--- config.mk ---
export PLATFORM = sky130hd
export DESIGN_NAME = pipe_hazard_ctrl
export DESIGN_NICKNAME = d
export VERILOG_FILES = /design/src/rtl/pipe_pkg.sv /design/src/rtl/md_busy_ctr.sv /design/src/rtl/pipe_hazard_ctrl.sv
export SDC_FILE = /design/constraint.sdc
export NUM_CORES = 1
export LEC_CHECK = 0
export ABC_CLOCK_PERIOD_IN_PS = 3300
export CAP_MARGIN = 20
export CORE_UTILIZATION = 30
export CTS_CLUSTER_SIZE = 14
export DETAILED_ROUTE_END_ITERATION = 10
export PLACE_DENSITY = 0.58
export SLEW_MARGIN = 40
export SYNTH_ARGS = -nofsm -noshare
export SYNTH_HDL_FRONTEND = slang
export SYNTH_SLANG_ARGS = --single-unit
--- constraint.sdc ---
create_clock -name clk -period 3.3 [get_ports clk]
set_input_delay 0.495 -clock clk [delete_from_list [all_inputs] [get_ports clk]]
set_output_delay 0.495 -clock clk [all_outputs]
set_load 0.01 [all_outputs]
--- src/rtl/pipe_pkg.sv ---
// Shared pipeline definitions: operand-use / result-ready encodings, MD latencies
// and the source-operand hazard compare used by the stall controller.
package pipe_pkg;

  typedef logic [1:0] tuse_t;
  typedef logic [1:0] tnew_t;

  localparam tuse_t TUSE_D    = 2'd0;
  localparam tuse_t TUSE_E    = 2'd1;
  localparam tuse_t TUSE_M    = 2'd2;
  localparam tuse_t TUSE_NONE = 2'd3;

  localparam int MULT_CYC_DEF = 5;
  localparam int DIV_CYC_DEF  = 10;

  typedef enum logic {MD_IDLE, MD_BUSY} md_state_e;

  // A source stalls if a younger producer cannot forward before the operand is needed.
  function automatic logic src_hazard(input logic [4:0] rs, input tuse_t tuse,
                                      input logic [4:0] e_wa, input tnew_t e_tnew,
                                      input logic [4:0] m_wa, input tnew_t m_tnew);
    return (tuse != TUSE_NONE) && (rs != 5'd0) &&
           (((rs == e_wa) && (e_tnew > tuse)) || ((rs == m_wa) && (m_tnew > tuse)));
  endfunction

endpackage

--- src/rtl/md_busy_ctr.sv ---
// Multiply/divide busy tracker: loads the operation latency on a start from idle
// and counts down to zero; starts while busy are ignored.
module md_busy_ctr
  import pipe_pkg::*;
#(
  parameter int MULT_CYC = MULT_CYC_DEF,
  parameter int DIV_CYC  = DIV_CYC_DEF
) (
  input  logic       clk,
  input  logic       reset,
  input  logic       start,
  input  logic       div,
  output logic       busy,
  output logic [3:0] count
);

  localparam logic [3:0] MULT_LD = 4'(MULT_CYC);
  localparam logic [3:0] DIV_LD  = 4'(DIV_CYC);

  md_state_e  state_q;
  logic [3:0] count_q;

  always_ff @(posedge clk or posedge reset) begin
    if (reset) begin
      state_q <= MD_IDLE;
      count_q <= 4'd0;
    end else begin
      case (state_q)
        MD_IDLE: if (start) begin
          count_q <= div ? DIV_LD : MULT_LD;
          // A zero latency never enters BUSY, keeping busy == (count != 0).
          state_q <= ((div ? DIV_LD : MULT_LD) != 4'd0) ? MD_BUSY : MD_IDLE;
        end
        MD_BUSY: begin
          count_q <= count_q - 4'd1;
          if (count_q == 4'd1) state_q <= MD_IDLE;
        end
        default: state_q <= MD_IDLE;
      endcase
    end
  end

  assign busy  = (state_q == MD_BUSY);
  assign count = count_q;

endmodule

--- src/rtl/pipe_hazard_ctrl.sv ---
// Five-stage pipeline hazard/stall controller: combinational stage enables and
// bubble clear from data and MD hazards, plus a saturating stall-cycle counter.
module pipe_hazard_ctrl
  import pipe_pkg::*;
#(
  parameter int MULT_CYC = MULT_CYC_DEF,
  parameter int DIV_CYC  = DIV_CYC_DEF,
  parameter int CNT_W    = 16
) (
  input  logic             clk,
  input  logic             reset,
  input  logic [4:0]       d_rs,
  input  logic [4:0]       d_rt,
  input  logic [1:0]       d_tuse_rs,
  input  logic [1:0]       d_tuse_rt,
  input  logic [4:0]       e_wa,
  input  logic [4:0]       m_wa,
  input  logic [1:0]       e_tnew,
  input  logic [1:0]       m_tnew,
  input  logic             d_is_md,
  input  logic             e_md_start,
  input  logic             e_md_div,
  output logic             en_pc,
  output logic             en_fd,
  output logic             clr_de,
  output logic             stall,
  output logic             md_busy,
  output logic [3:0]       md_count,
  output logic [CNT_W-1:0] stall_cnt
);

  logic             haz_rs, haz_rt, haz_md;
  logic [CNT_W-1:0] stall_cnt_q;

  md_busy_ctr #(.MULT_CYC(MULT_CYC), .DIV_CYC(DIV_CYC)) u_md (
    .clk   (clk),
    .reset (reset),
    .start (e_md_start),
    .div   (e_md_div),
    .busy  (md_busy),
    .count (md_count)
  );

  assign haz_rs = src_hazard(d_rs, d_tuse_rs, e_wa, e_tnew, m_wa, m_tnew);
  assign haz_rt = src_hazard(d_rt, d_tuse_rt, e_wa, e_tnew, m_wa, m_tnew);
  // The start cycle itself stalls: the count is not loaded until the next edge.
  assign haz_md = d_is_md & (md_busy | e_md_start);

  assign stall  = haz_rs | haz_rt | haz_md;
  assign en_pc  = ~stall;
  assign en_fd  = ~stall;
  assign clr_de = stall;

  always_ff @(posedge clk or posedge reset) begin
    if (reset)
      stall_cnt_q <= '0;
    else if (stall && (stall_cnt_q != '1))
      stall_cnt_q <= stall_cnt_q + 1'b1;
  end

  assign stall_cnt = stall_cnt_q;

endmodule
* Word-level counts from Yosys, hierarchy flattened
Index checks and enable logic that the tools add are counted.
Operators by class: equal/unequal tests 9, add/subtract/negate cells 2, magnitude comparators 4, muxes and demuxes 7, bitwise logic cells 6, reductions and logical operators 14, multipliers 0, shift-type cells 0, div/mod/pow operators 0
Operators with widths (number):
- $eq A5 B5 Y1 | 4
- $add A16 B1 Y16 const B | 1
- $ne A16 B16 Y1 const B | 1
- $reduce_bool A5 Y1 | 2
- $logic_and A1 B1 Y1 | 9
- $gt A2 B2 Y1 | 4
- $mux W4 | 2
- $pmux W4 S2 | 1
- $ne A2 B2 Y1 const B | 3
- $eq A4 B1 Y1 const B | 1
- $reduce_bool A4 Y1 | 1
- $sub A4 B1 Y4 const B | 1
- $mux W1 | 3
- $or A1 B1 Y1 | 3
- $logic_or A1 B1 Y1 | 2
- $not A1 Y1 | 2
- $pmux W1 S2 | 1
- $and A1 B1 Y1 | 1
Storage, ports and cells: latch bits 0, output and inout port bits 25, memory bits (read-only) 0, logic and storage cells 45, memories kept 0, RAM bits 0, input port bits 33, bits in registers 21

* Logic depth before layout (Yosys ltp)
depth in word-level cells 7, gate-level depth with buffers 11, mapped depth without buffers 9

* Cells and area by module
From an unflattened synthesis, not the netlist that was laid out.
Second synthesis, totals: cell total of the unflattened synthesis 155, area total of the unflattened synthesis 1531.5 µm²
By module, submodules not included:
- pipe_hazard_ctrl | cells each 125, sequential area each 400.4 µm², area an instance 1238.7 µm², times used 1
- md_busy_ctr | cells each 30, sequential area each 125.1 µm², area an instance 292.8 µm², times used 1

* Least setup slack after synthesis
No wires, ideal clock.
path type in2out, from input d_tuse_rs[1], to output stall, required time 2805 ps, stages 11, slack 740 ps, arrival 2065 ps, path buffers 3, cell sequence inv_1 -> ha_1 -> nand2_1 -> nand4_1 -> nor4_1 -> a21oi_1 -> o221a_1 -> buf_6 -> buf_6 -> inv_1 -> buf_4
Between the ends: cells in the longest elaborated chain, start to end 6, elaborated cells on any way between the ends 10, those cells by class order compare (2); eq/ne (1); bitwise (2); reduce/logical (5)
RTL lines:
- from (decl) | line pipe_hazard_ctrl.sv:14 | input logic [1:0] d_tuse_rs,
- $gt A2 B2 Y1 | line pipe_pkg.sv:23 | (((rs == e_wa) && (e_tnew > tuse)) || ((rs == m_wa) && (m_tnew > tuse)));
- $logic_and A1 B1 Y1 | line pipe_pkg.sv:23
- $logic_or A1 B1 Y1 | line pipe_pkg.sv:23
- $logic_and A1 B1 Y1 (*) | line pipe_pkg.sv:22 | return (tuse != TUSE_NONE) && (rs != 5'd0) &&
- $or A1 B1 Y1 (*) (2 in a row) | line pipe_hazard_ctrl.sv:49 | assign stall = haz_rs | haz_rt | haz_md;
- to (decl) | line pipe_hazard_ctrl.sv:26 | output logic stall,
Mark *: on every way between the ends. The rest lies on a longest branch, timed or not.

* Final worst setup path
from input d_tuse_rs[1], to output en_fd
Between the ends: cells in the longest elaborated chain, start to end 7, elaborated cells on any way between the ends 11, those cells by class order compare (2); eq/ne (1); bitwise (3); reduce/logical (5)
RTL lines:
- $gt A2 B2 Y1 | line pipe_pkg.sv:23
- $logic_and A1 B1 Y1 | line pipe_pkg.sv:23
- $logic_or A1 B1 Y1 | line pipe_pkg.sv:23
- $logic_and A1 B1 Y1 (*) | line pipe_pkg.sv:22
- $or A1 B1 Y1 (*) (2 in a row) | line pipe_hazard_ctrl.sv:49
- $not A1 Y1 (*) | line pipe_hazard_ctrl.sv:51 | assign en_fd = ~stall;
- to (decl) | line pipe_hazard_ctrl.sv:24 | output logic en_fd,
Marked as above.

==> flow_summary.html <==
<table>
<tr><th>Metric</th><th>Value</th></tr>
<tr><th colspan="2">Final layout</th></tr>
<tr><td>Filler Cell Count</td><td>around 520</td></tr>
<tr><td>Diode count</td><td>0</td></tr>
<tr><td>Footprint of the flip-flops and latches</td><td>roughly 530 sq um</td></tr>
<tr><td>P&amp;R area growth vs syn</td><td>44.1%</td></tr>
<tr><td>Area used by multi-input combinational logic</td><td>~960 sq um</td></tr>
<tr><td>Fraction of final layout cells sized beyond drive strength 1</td><td>0.0893</td></tr>
<tr><td>Final Instance Count excl. Fillers</td><td>just under 300</td></tr>
<tr><td>Most common cell after layout, fill and taps aside</td><td>sky130_fd_sc_hd__clkdlybuf4s50_1</td></tr>
<tr><td>Nets@finish</td><td>around 270</td></tr>
<tr><td>Highest-count cells in the layout ignoring fill and taps</td><td>sky130_fd_sc_hd__clkdlybuf4s50_1, sky130_fd_sc_hd__xor2_1, sky130_fd_sc_hd__dfrtp_1</td></tr>
<tr><th colspan="2">Synth</th></tr>
<tr><td>Number of distinct standard cells referenced by the synthesized netlist</td><td>34</td></tr>
<tr><td>Cell type with the highest aggregate area in the netlist</td><td>sky130_fd_sc_hd__dfrtp_1</td></tr>
<tr><td>Proportion of synthesized flip-flops having asynchronous set or reset</td><td>1.00</td></tr>
<tr><td>Number of flip-flops and latches in the synthesized netlist</td><td>21</td></tr>
<tr><td>Sequential share of the synthesized area</td><td>0.333</td></tr>
<tr><td>Net Count, Synth</td><td>211</td></tr>
<tr><td>Synthesized area</td><td>1580 sq um</td></tr>
<tr><td>Syn avg cell area</td><td>~9.4 sq um</td></tr>
<tr><td>Number of flops mapped to enable cells by yosys</td><td>0</td></tr>
<tr><td>Gate count after technology mapping</td><td>between 150 and 200</td></tr>
<tr><td>Main flop type after synthesis</td><td>sky130_fd_sc_hd__dfrtp_1</td></tr>
<tr><td>Largest cells by area after synthesis</td><td>sky130_fd_sc_hd__dfrtp_1, sky130_fd_sc_hd__xor2_1, sky130_fd_sc_hd__ha_1, sky130_fd_sc_hd__xnor2_1, sky130_fd_sc_hd__nor3_2</td></tr>
<tr><td>Warnings, synthesis</td><td>0</td></tr>
<tr><td>Area share of the largest cell type after synthesis</td><td>0.333</td></tr>
<tr><th colspan="2">Worst hold path</th></tr>
<tr><td>Tightest Hold Check Type</td><td>reg -&gt; reg</td></tr>
<tr><th colspan="2">Timing</th></tr>
<tr><td>Setup repair after global routing missed its margin</td><td>no</td></tr>
<tr><td>Final worst clock skew</td><td>about 0.0022 ns</td></tr>
<tr><td>Headroom to the max-slew limit</td><td>0.710</td></tr>
<tr><td>Final number of setup-violating endpoints</td><td>0</td></tr>
<tr><td>Max Clock Freq</td><td>~0.31 GHz</td></tr>
<tr><td>Min Tclk post-route</td><td>roughly 3.2 ns</td></tr>
<tr><td>Final Max Slew Viols</td><td>0</td></tr>
<tr><td>Part of the cycle the worst path needs</td><td>0.964</td></tr>
<tr><td>Measured slew at the worst slew-check pin</td><td>between 0.4 and 0.5 ns</td></tr>
<tr><td>Fin Hold WS</td><td>0.501 ns</td></tr>
<tr><td>Final hold viol count</td><td>0</td></tr>
<tr><th colspan="2">Critical path</th></tr>
<tr><td>Start point of the critical path</td><td>d_tuse_rs[1]</td></tr>
<tr><td>Cell with the biggest individual delay on the critical path</td><td>sky130_fd_sc_hd__clkdlybuf4s50_1</td></tr>
<tr><td>Kind of critical path</td><td>in -&gt; out</td></tr>
<tr><td>Setup crit end kind</td><td>output pin</td></tr>
<tr><td>Data required time of the critical path</td><td>roughly 2.8 ns</td></tr>
<tr><td>Type of origin of the critical path</td><td>input port</td></tr>
<tr><td>Data arrival time of the worst path</td><td>approximately 2.7 ns</td></tr>
<tr><td>Worst path bufs/invs</td><td>3</td></tr>
<tr><td>Reg2Reg Setup Slack</td><td>roughly 1.2 ns</td></tr>
<tr><td>Start of the worst register-to-register path</td><td>stall_cnt[6]</td></tr>
<tr><td>Highest net fanout along the worst path</td><td>4</td></tr>
<tr><td>Depth of the worst register-to-register path</td><td>7</td></tr>
<tr><td>Top Family by Delay on Critical Path</td><td>buffers and inverters</td></tr>
<tr><td>Largest stage delay, worst path</td><td>0.58 ns</td></tr>
<tr><td>Critical R2R Capture</td><td>stall_cnt[8]</td></tr>
<tr><td>Total stage count of the critical path</td><td>8</td></tr>
<tr><td>Critical Path Sink</td><td>en_fd</td></tr>
<tr><td>Cell with the most instances on the worst path</td><td>sky130_fd_sc_hd__clkdlybuf4s50_1</td></tr>
<tr><td>Ordered list of cells on the worst path</td><td>clkdlybuf4s50_1, inv_1, ha_1, a21oi_2, a2111oi_4, a21oi_1, o221a_1, clkdlybuf4s50_1</td></tr>
<tr><th colspan="2">Clock tree</th></tr>
<tr><td>Clock root cell</td><td>sky130_fd_sc_hd__clkbuf_8</td></tr>
<tr><td>CTS H-tree depth</td><td>1</td></tr>
<tr><td>Maximum clock insertion buffer count</td><td>2</td></tr>
<tr><td>CTS hold repair buffers</td><td>0</td></tr>
<tr><td>Clock-pin slew on the worst setup and hold paths</td><td>about 0.07 ns</td></tr>
<tr><td>Clock latency on the worst-skew pair</td><td>around 0.25 ns</td></tr>
<tr><td>TritonCTS buffer count</td><td>3</td></tr>
<tr><td>Clock sinks</td><td>21</td></tr>
<tr><td>Buffer count from post-CTS setup fixing</td><td>0</td></tr>
<tr><td>Clock tree from TritonCTS</td><td>built</td></tr>
<tr><th colspan="2">Power and ir drop</th></tr>
<tr><td>Power Internal</td><td>0.761 mW</td></tr>
<tr><td>Fraction of power consumed by the clock network</td><td>0.136</td></tr>
<tr><td>Switching power of the nets</td><td>roughly 0.45 mW</td></tr>
<tr><td>Power Total</td><td>between 1 and 1.5 mW</td></tr>
<tr><td>Sequential Power Share</td><td>0.378</td></tr>
<tr><td>Comb pwr share</td><td>0.486</td></tr>
<tr><td>VDD IR-drop max</td><td>just over 0.4 mV</td></tr>
<tr><td>Power per Cell Area</td><td>about 530 nW/um^2</td></tr>
<tr><td>Standby leakage power</td><td>slightly below 1 nW</td></tr>
<tr><td>Switching Fraction</td><td>0.372</td></tr>
<tr><th colspan="2">Placement</th></tr>
<tr><td>Cell total after placement</td><td>a little under 300</td></tr>
<tr><td>Post-detail-place hpwl</td><td>a little under 3 mm</td></tr>
<tr><td>IO buf count</td><td>57</td></tr>
<tr><td>Placer congestion estimate</td><td>~0.84</td></tr>
<tr><th colspan="2">GRT</th></tr>
<tr><td>Global-route wire length before repair</td><td>between 6 and 7 mm</td></tr>
<tr><td>Via count of the first global-routing pass</td><td>between 1k and 1.5k</td></tr>
<tr><td>Gr usage total</td><td>0.140</td></tr>
<tr><td>Initial antenna violation count</td><td>0</td></tr>
<tr><td>Pin count of the biggest net entering global routing</td><td>22</td></tr>
<tr><td>Remaining global-route overflow</td><td>0</td></tr>
<tr><th colspan="2">Floorplanning</th></tr>
<tr><td>Count of standard-cell rows</td><td>26</td></tr>
<tr><td>Starting density of the core</td><td>0.311</td></tr>
<tr><td>Height of the chip</td><td>about 75 microns</td></tr>
<tr><td>I/O pin count</td><td>58</td></tr>
<tr><td>Core Footprint</td><td>5070 sq um</td></tr>
<tr><td>Width of the die</td><td>between 70 and 80 microns</td></tr>
<tr><td>Die Footprint</td><td>5550 sq um</td></tr>
<tr><th colspan="2">Drt</th></tr>
<tr><td>Remaining antenna violation count</td><td>0</td></tr>
<tr><td>DRT Wirelength</td><td>3.68 mm</td></tr>
<tr><td>Routed via count divided by cell count</td><td>4.58</td></tr>
<tr><td>First-pass DRT Iterations</td><td>4</td></tr>
<tr><td>Routed wire length per instance</td><td>12.5 microns</td></tr>
<tr><td>Vias post-DR</td><td>about 1.3k</td></tr>
<tr><td>Total DRC errors in the routed layout</td><td>0</td></tr>
<tr><td>Count of routing violations after the opening detailed-route iteration</td><td>36</td></tr>
<tr><th colspan="2">Job</th></tr>
<tr><td>MaxCap Viol Count</td><td>0</td></tr>
<tr><th colspan="2">Run status</th></tr>
<tr><td>Run status</td><td>complete, no violations</td></tr>
</table>
-- repair_timing --
| action | in CTS | in global routing |
|---|---|---|
| gates resized for setup | 2 | 4 |
| cloned | 0 | 0 |
| setup endpoints to repair | 2 | 4 |
| pin swaps | 1 | 3 |
-- registers in the layout (all words and copies together) (netlist names) --
signal      flops
stall_cnt      16
u_md.busy       1
u_md.count      4
-- cell usage after synthesis, types with 3 or more instances --
cell type	count
sky130_fd_sc_hd__nor4_1	5
sky130_fd_sc_hd__and3_1	3
sky130_fd_sc_hd__nand2b_1	3
sky130_fd_sc_hd__xnor2_1	8
sky130_fd_sc_hd__nor3_2	6
sky130_fd_sc_hd__inv_1	16
sky130_fd_sc_hd__xor2_1	25
sky130_fd_sc_hd__a21oi_1	9
sky130_fd_sc_hd__nand4_1	4
sky130_fd_sc_hd__nand3_1	8
sky130_fd_sc_hd__dfrtp_1	21
sky130_fd_sc_hd__buf_4	3
sky130_fd_sc_hd__ha_1	11
sky130_fd_sc_hd__nor3_1	3
sky130_fd_sc_hd__nand2_1	7
sky130_fd_sc_hd__nor2_1	7
-- cell type report --
| type | count | area share |
|---|---|---|
| inverters | 16 | 0.0264 |
| well taps | 70 | 0.0385 |
| multi-input cells | 124 | 0.424 |
| flip-flops and latches | 21 | 0.231 |
| clock buffers | 4 | 0.0198 |
| repair buffers | 59 | 0.260 |
-- power by group through the flow --
stage | Clock (mW) | Sequential (mW) | Combinational (mW)
after floorplan | 0 | 0.481 | 0.268
after global placement | 0 | 0.463 | 0.577
after detailed placement | 0 | 0.459 | 0.587
after CTS | 0.171 | 0.458 | 0.590
after global routing | 0.180 | 0.477 | 0.655
final | 0.165 | 0.457 | 0.588
-- layer usage --
layer	share of wire	routed length (microns)	track usage	vias up
met4	0.0090	33	0.0210	0
met5	0	0	0	-
met1	0.48	1780	0.190	617
li1	-	-	-	696
met2	0.47	1750	0.234	29
met3	0.033	120	0.0298	4
-- stage by stage --
step / util / area (sq um) / worst slack [ns] / setup TNS, ns
6_report: 0.448 / 2270 / 0.119 / 0
4_1_cts: 0.444 / 2250 / 0.00637 / 0
3_5_place_dp: 0.434 / 2200 / -0.0610 / -0.109
2_1_floorplan: - / 1580 / 0.740 / 0
5_1_grt: 0.448 / 2270 / 0.00394 / 0
3_3_place_gp: 0.434 / 2200 / 0.00692 / 0
-- cells by family after synthesis --
kind of cell	synth area share
AO/OA/AOI/OAI	0.104
AND/OR/NAND/NOR	0.209
multiplexers	0.0143
XOR/XNOR	0.183
flip-flops	0.333
buffers and inverters	0.0698
adder cells (fa/ha/maj)	0.0872
-- worst min path at each step --
stage | startpoint | end | slack [ns] | cells past startpoint
final | stall_cnt[8] | stall_cnt[8] | 0.50 | 1
after global routing | stall_cnt[11] | stall_cnt[11] | 0.53 | 1
after CTS | stall_cnt[8] | stall_cnt[8] | 0.50 | 1
after detailed placement | stall_cnt[8] | stall_cnt[8] | 0.49 | 1
after global placement | stall_cnt[8] | stall_cnt[8] | 0.48 | 1
after floorplan | reset | stall_cnt[0] | 0.47 | 1
Note: power is estimated with default switching activity, not from simulation.
